==> src/rtl/tx_pkg.sv <==
// Shared types for the serial frame transmitter.
// State enum, sel phase codes, frame-length helper. Optional: TX_PARITY_EN.
package tx_pkg;

  typedef enum logic [2:0] {
    S_IDLE,
    S_START,
    S_DATA,
`ifdef TX_PARITY_EN
    S_PARITY,
`endif
    S_STOP
  } state_t;

  localparam logic [1:0] SEL_IDLE   = 2'd0;
  localparam logic [1:0] SEL_START  = 2'd1;
  localparam logic [1:0] SEL_DATA   = 2'd2;
  localparam logic [1:0] SEL_PARITY = 2'd3;

`ifdef TX_PARITY_EN
  localparam int PAR_BITS = 1;
`else
  localparam int PAR_BITS = 0;
`endif

  function automatic int frame_len(
    input int data_w,
    input int stop_bits,
    input int baud_div,
    input int par
  );
    return (1 + data_w + par + stop_bits) * baud_div;
  endfunction

endpackage

==> src/rtl/tx_baud_tick.sv <==
// Bit timer: counts 0..BAUD_DIV-1, flags the last cycle of each bit.
// Ports: clk, arst (sync, high), clear (hold at 0), bit_end.
module tx_baud_tick #(
  parameter int BAUD_DIV = 4
) (
  input  logic clk,
  input  logic arst,
  input  logic clear,
  output logic bit_end
);

  localparam int TW =
    (BAUD_DIV > 1) ? $clog2(BAUD_DIV) : 1;
  localparam logic [TW-1:0] LAST =
    TW'(BAUD_DIV - 1);

  logic [TW-1:0] timer;

  assign bit_end = (timer == LAST);

  always_ff @(posedge clk) begin
    if (arst || clear) begin
      timer <= '0;
    end else if (bit_end) begin
      timer <= '0;
    end else begin
      timer <= timer + TW'(1);
    end
  end

endmodule

==> src/rtl/tx_frame_ctrl.sv <==
// Serial frame controller: start, DATA_W bits LSB first, parity, stop.
// Ports: clk, arst, in_valid/in_data/in_ready, tx, busy, sel, done.
// Optional parity bit enabled by TX_PARITY_EN.
module tx_frame_ctrl
  import tx_pkg::*;
#(
  parameter int DATA_W     = 8,
  parameter int STOP_BITS  = 1,
  parameter int BAUD_DIV   = 4,
  parameter int PARITY_ODD = 0
) (
  input  logic              clk,
  input  logic              arst,
  input  logic              in_valid,
  input  logic [DATA_W-1:0] in_data,
  output logic              in_ready,
  output logic              tx,
  output logic              busy,
  output logic [1:0]        sel,
  output logic              done
);

  if (DATA_W < 5 || DATA_W > 9) begin : g_bad_dw
    $error("DATA_W must be 5..9");
  end
  if (STOP_BITS < 1 || STOP_BITS > 2) begin : g_bad_sb
    $error("STOP_BITS must be 1 or 2");
  end
  if (BAUD_DIV < 1) begin : g_bad_bd
    $error("BAUD_DIV must be >= 1");
  end
  if (PARITY_ODD < 0 || PARITY_ODD > 1) begin : g_bad_po
    $error("PARITY_ODD must be 0 or 1");
  end

  localparam int IW = $clog2(DATA_W);
  localparam logic [IW-1:0] LAST_IDX =
    IW'(DATA_W - 1);
  localparam logic LAST_STOP =
    1'(STOP_BITS - 1);

  state_t            state;
  logic [DATA_W-1:0] shift;
  logic [IW-1:0]     idx;
  logic              stop_cnt;
  logic              bit_end;
  logic              tick_clear;
`ifdef TX_PARITY_EN
  logic              par;
`endif

  // No path from in_valid: safe for a source
  // that holds valid high.
  assign in_ready = (state == S_IDLE) & ~arst;

  // Timer is pinned at 0 in IDLE so START
  // always gets a full bit period.
  assign tick_clear = (state == S_IDLE);

  assign done = (state == S_STOP)
              & (stop_cnt == LAST_STOP)
              & bit_end;

  tx_baud_tick #(
    .BAUD_DIV (BAUD_DIV)
  ) u_tick (
    .clk     (clk),
    .arst    (arst),
    .clear   (tick_clear),
    .bit_end (bit_end)
  );

  // Outputs are loaded with the values of the
  // state being entered, so they stay registered.
  always_ff @(posedge clk) begin
    if (arst) begin
      state    <= S_IDLE;
      shift    <= '0;
      idx      <= '0;
      stop_cnt <= 1'b0;
      tx       <= 1'b1;
      busy     <= 1'b0;
      sel      <= SEL_IDLE;
`ifdef TX_PARITY_EN
      par      <= 1'b0;
`endif
    end else begin
      unique case (state)
        S_IDLE: begin
          if (in_valid) begin
            shift <= in_data;
`ifdef TX_PARITY_EN
            par   <= (^in_data)
                   ^ 1'(PARITY_ODD);
`endif
            state <= S_START;
            tx    <= 1'b0;
            busy  <= 1'b1;
            sel   <= SEL_START;
          end
        end
        S_START: begin
          if (bit_end) begin
            state <= S_DATA;
            idx   <= '0;
            tx    <= shift[0];
            sel   <= SEL_DATA;
          end
        end
        S_DATA: begin
          if (bit_end) begin
            shift <= shift >> 1;
            idx   <= idx + IW'(1);
            if (idx == LAST_IDX) begin
`ifdef TX_PARITY_EN
              state <= S_PARITY;
              tx    <= par;
              sel   <= SEL_PARITY;
`else
              state    <= S_STOP;
              stop_cnt <= 1'b0;
              tx       <= 1'b1;
              sel      <= SEL_IDLE;
`endif
            end else begin
              tx <= shift[1];
            end
          end
        end
`ifdef TX_PARITY_EN
        S_PARITY: begin
          if (bit_end) begin
            state    <= S_STOP;
            stop_cnt <= 1'b0;
            tx       <= 1'b1;
            sel      <= SEL_IDLE;
          end
        end
`endif
        S_STOP: begin
          if (bit_end) begin
            if (stop_cnt == LAST_STOP) begin
              state <= S_IDLE;
              busy  <= 1'b0;
            end else begin
              stop_cnt <= stop_cnt + 1'b1;
            end
          end
        end
        default: begin
          state <= S_IDLE;
          tx    <= 1'b1;
          busy  <= 1'b0;
          sel   <= SEL_IDLE;
        end
      endcase
    end
  end

endmodule
==> config.mk <==
export PLATFORM = sky130hd
export DESIGN_NAME = tx_frame_ctrl
export DESIGN_NICKNAME = d
export VERILOG_FILES = /design/src/rtl/tx_pkg.sv /design/src/rtl/tx_baud_tick.sv /design/src/rtl/tx_frame_ctrl.sv
export SDC_FILE = /design/constraint.sdc
export NUM_CORES = 1
export LEC_CHECK = 0
export CAP_MARGIN = 20
export CORE_MARGIN = 3
export CORE_UTILIZATION = 52
export CTS_CLUSTER_SIZE = 12
export DETAILED_ROUTE_END_ITERATION = 10
export GPL_TIMING_DRIVEN = 0
export PLACE_DENSITY = 0.82
export SETUP_SLACK_MARGIN = 0.5
export SLEW_MARGIN = 15
export SYNTH_ARGS = -nofsm -noshare
export SYNTH_HDL_FRONTEND = slang
export SYNTH_HIERARCHICAL = 1
export SYNTH_SLANG_ARGS = --single-unit
==> constraint.sdc <==
create_clock -name clk -period 1.98 [get_ports clk]
set_input_delay 0.297 -clock clk [delete_from_list [all_inputs] [get_ports clk]]
set_output_delay 0.297 -clock clk [all_outputs]
set_load 0.005 [all_outputs]
==> results.toml <==
[placement]
place.gp.congestion = 0.8177
placed_area_sq_um = 1295
portBuffers = 16
dp.final_hpwl_microns = 1641

[layout]
drive_gt1_share_pct = 47.62
regArea_sq_um = 394.1
fin_nets = 169
multiInputGateArea_sq_um = 759.5
antenna_cells = 0
post-route-cell-area_sq_um = 1604
final_common_cell = "buf_4"
syn_to_final_growth_pct = 48.38
nFillCells = 92
final_cell_mix = "buf_4, clkdlybuf4s50_1, dfxtp_1"

[setup_path]
cp-end-kind = "flip-flop"
cp_max_fo = 7
cp-start-kind = "flip-flop"
path_common_cell = "buf_6"
cp_top_family = "flip-flops"
arrival_ns = 1.88
cpPeakStageDelay_ns = 0.38
required_ns = 2.23
cp_slowest_cell = "dfxtp_4"
crit_chain = "buf_6, ha_4, buf_6, mux2_4, and2_4, buf_8, a211oi_2"
critical_path_class = "reg2reg"
cp_num_buf_inv = 3

[routing]
drc = 0
num_vias = 1049
wl_per_cell_microns = 19.64
wl_microns = 3378
via_per_inst = 6.099
final_antenna_net_count = 0
drtIter0Drc = 40
dr.pass1.iters = 4

[logic_synthesis]
synth_cells = 109
yosys_warnings = 6
ys_ff_latch = 19
synth_nets = 130
synth_flop_cell = "dfxtp_1"
synth_enable_flop_cells = 0
yosysUniqueCellTypes = 31
yosysSeqAreaShare_pct = 35.19
async_flop_share_pct = 0
netlist_area_sq_um = 1081
synth_area_per_cell_sq_um = 9.918

[status]
status = "completed"

[clock_tree]
htree_levels = 1
clkTransAtPathRegs_ns = 0.13
clk_latency_ns = 0.31
cts-root-buf = "clkbuf_4"
clock_path_buffers = 2
numCtsBuffers = 3
cts_tree = "done"
clock_sink_count = 19

[sta]
timing.setup.tns_ns = 0
setup_viol = 0
rsz0062_at_grt = "yes"
drv_slew = 0
clock.fmax_ghz = 0.6135
hold_viol = 0
min_period_ns = 1.630
tightest_slew_ns = 0.4324
finClkSkew_ns = 0.006858
finalCritPeriodShare_pct = 82.32
max-slew-margin-rel_pct = 71.08
hold_ws_ns = 0.4891

[power_and_ir_drop]
powerDensity_nw_per_um2 = 1598
peakVddDrop_mv = 1.173
report.power.total_w = 0.002563
power.leakage_nw = 0.6584

[grt]
grt_pass1_vias = 976
grt.overflow.total = 0
antenna_found_initial = 0
grt_usage_pct = 24.47
grt_max_degree = 12
grt_pass1_wl_microns = 4726

[die]
die_w_microns = 51.60
die_h_microns = 51.60
start_util_pct = 58.78
row_count = 15
core_area_sq_um = 1839
pin_count = 17
dieArea_sq_um = 2662

[job]
drv_cap = 0

[worst_hold_path]
hp-class = "reg2reg"
[layout make-up]
| class | count | share of cell area, % |
|---|---|---|
| clock inverter | 1 | 0.3120 |
| timing repair buffer | 34 | 18.64 |
| tap | 25 | 1.950 |
| buffer | 6 | 3.822 |
| inverter | 7 | 1.950 |
| multi-input combinational | 77 | 47.35 |
| sequential | 19 | 24.57 |
| clock buffer | 3 | 1.404 |
[worst paths after layout]
| kind | endpoint | from | cells after the start | slack, ns |
|---|---|---|---|---|
| setup / recovery | shift[2] | state[1] | 7 | 0.35 |
| hold / removal | idx[0] | idx[0] | 2 | 0.49 |
| setup reg to reg | shift[2] | state[1] | 7 | 0.35 |
| hold reg to reg | idx[0] | idx[0] | 2 | 0.49 |
[routing by layer]
metal	vias to the layer above	share of wire (%)	track usage, %	wire (microns)
li1	466	-	-	-
met1	513	40	30.91	1340
met2	55	51	41.31	1721
met3	15	6.4	4.011	216
met4	0	2.9	9.607	99
met5	-	0	0	0
[power breakdown]
part	total (W)	switching [W]	internal (W)
Combinational	0.00171	0.000819	0.000891
Sequential	0.000636	0.000108	0.000528
Clock	0.000217	0.000142	0.0000755
[through the flow]
stage | std cells | util (%) | worst slack [ns]
after CTS | 171 | 83.67 | 0.3497
after floorplan | 109 | - | 0.4846
after detailed placement | 150 | 70.41 | 0.06069
final | 172 | 87.21 | 0.3500
after global placement | 150 | 70.41 | 0.07541
after global routing | 172 | 87.21 | 0.2903
[tightest hold or removal path, stage by stage (launching register included)]
cell and delay (ns):
dfxtp_1 0.35, nand2_1 0.06, a21oi_1 0.05
[cell usage after synthesis, types with 2 or more instances]
| library cell | number | share of area, % |
|---|---|---|
| dfxtp_1 | 19 | 35 |
| a21oi_1 | 10 | 4.6 |
| ha_1 | 10 | 12 |
| mux2i_1 | 10 | 9.3 |
| a211oi_2 | 7 | 8.1 |
| inv_1 | 7 | 2.4 |
| nand2_1 | 7 | 2.4 |
| nand2b_1 | 4 | 2.3 |
| nor2_1 | 4 | 1.4 |
| buf_2 | 3 | 1.4 |
| o21ai_0 | 3 | 1.4 |
| a31oi_1 | 2 | 1.2 |
| a32oi_1 | 2 | 1.6 |
| and2_1 | 2 | 1.2 |
| buf_6 | 2 | 2.1 |
| nand3b_1 | 2 | 1.4 |
[kinds of logic (layout without fill, tap and decap cells)]
logic type	Yosys count	after routing	share of synthesized area, %
AOI/OAI and AO/OA	29	29	20.95
adders and majority gates	10	10	11.57
DFF	19	19	35.18
and+or+nand+nor	26	26	14.35
buffers and inverters	13	51	6.250
muxes	12	12	11.69
[flip-flops by register name, indices dropped and copies added (netlist names)]
signal and count:
busy 1, idx 3, sel 2, shift 8, state 2, tx 1, u_tick/timer 2
[what timing repair did]
item	4_1_cts	5_1_grt
resized for setup	27	25
hold buffers	0	0
buffers inserted	17	1
pin swaps	11	11
endpoints found under the hold margin	0	0
endpoints found under the setup margin	15	21
Power figures use the tool's default switching activity.
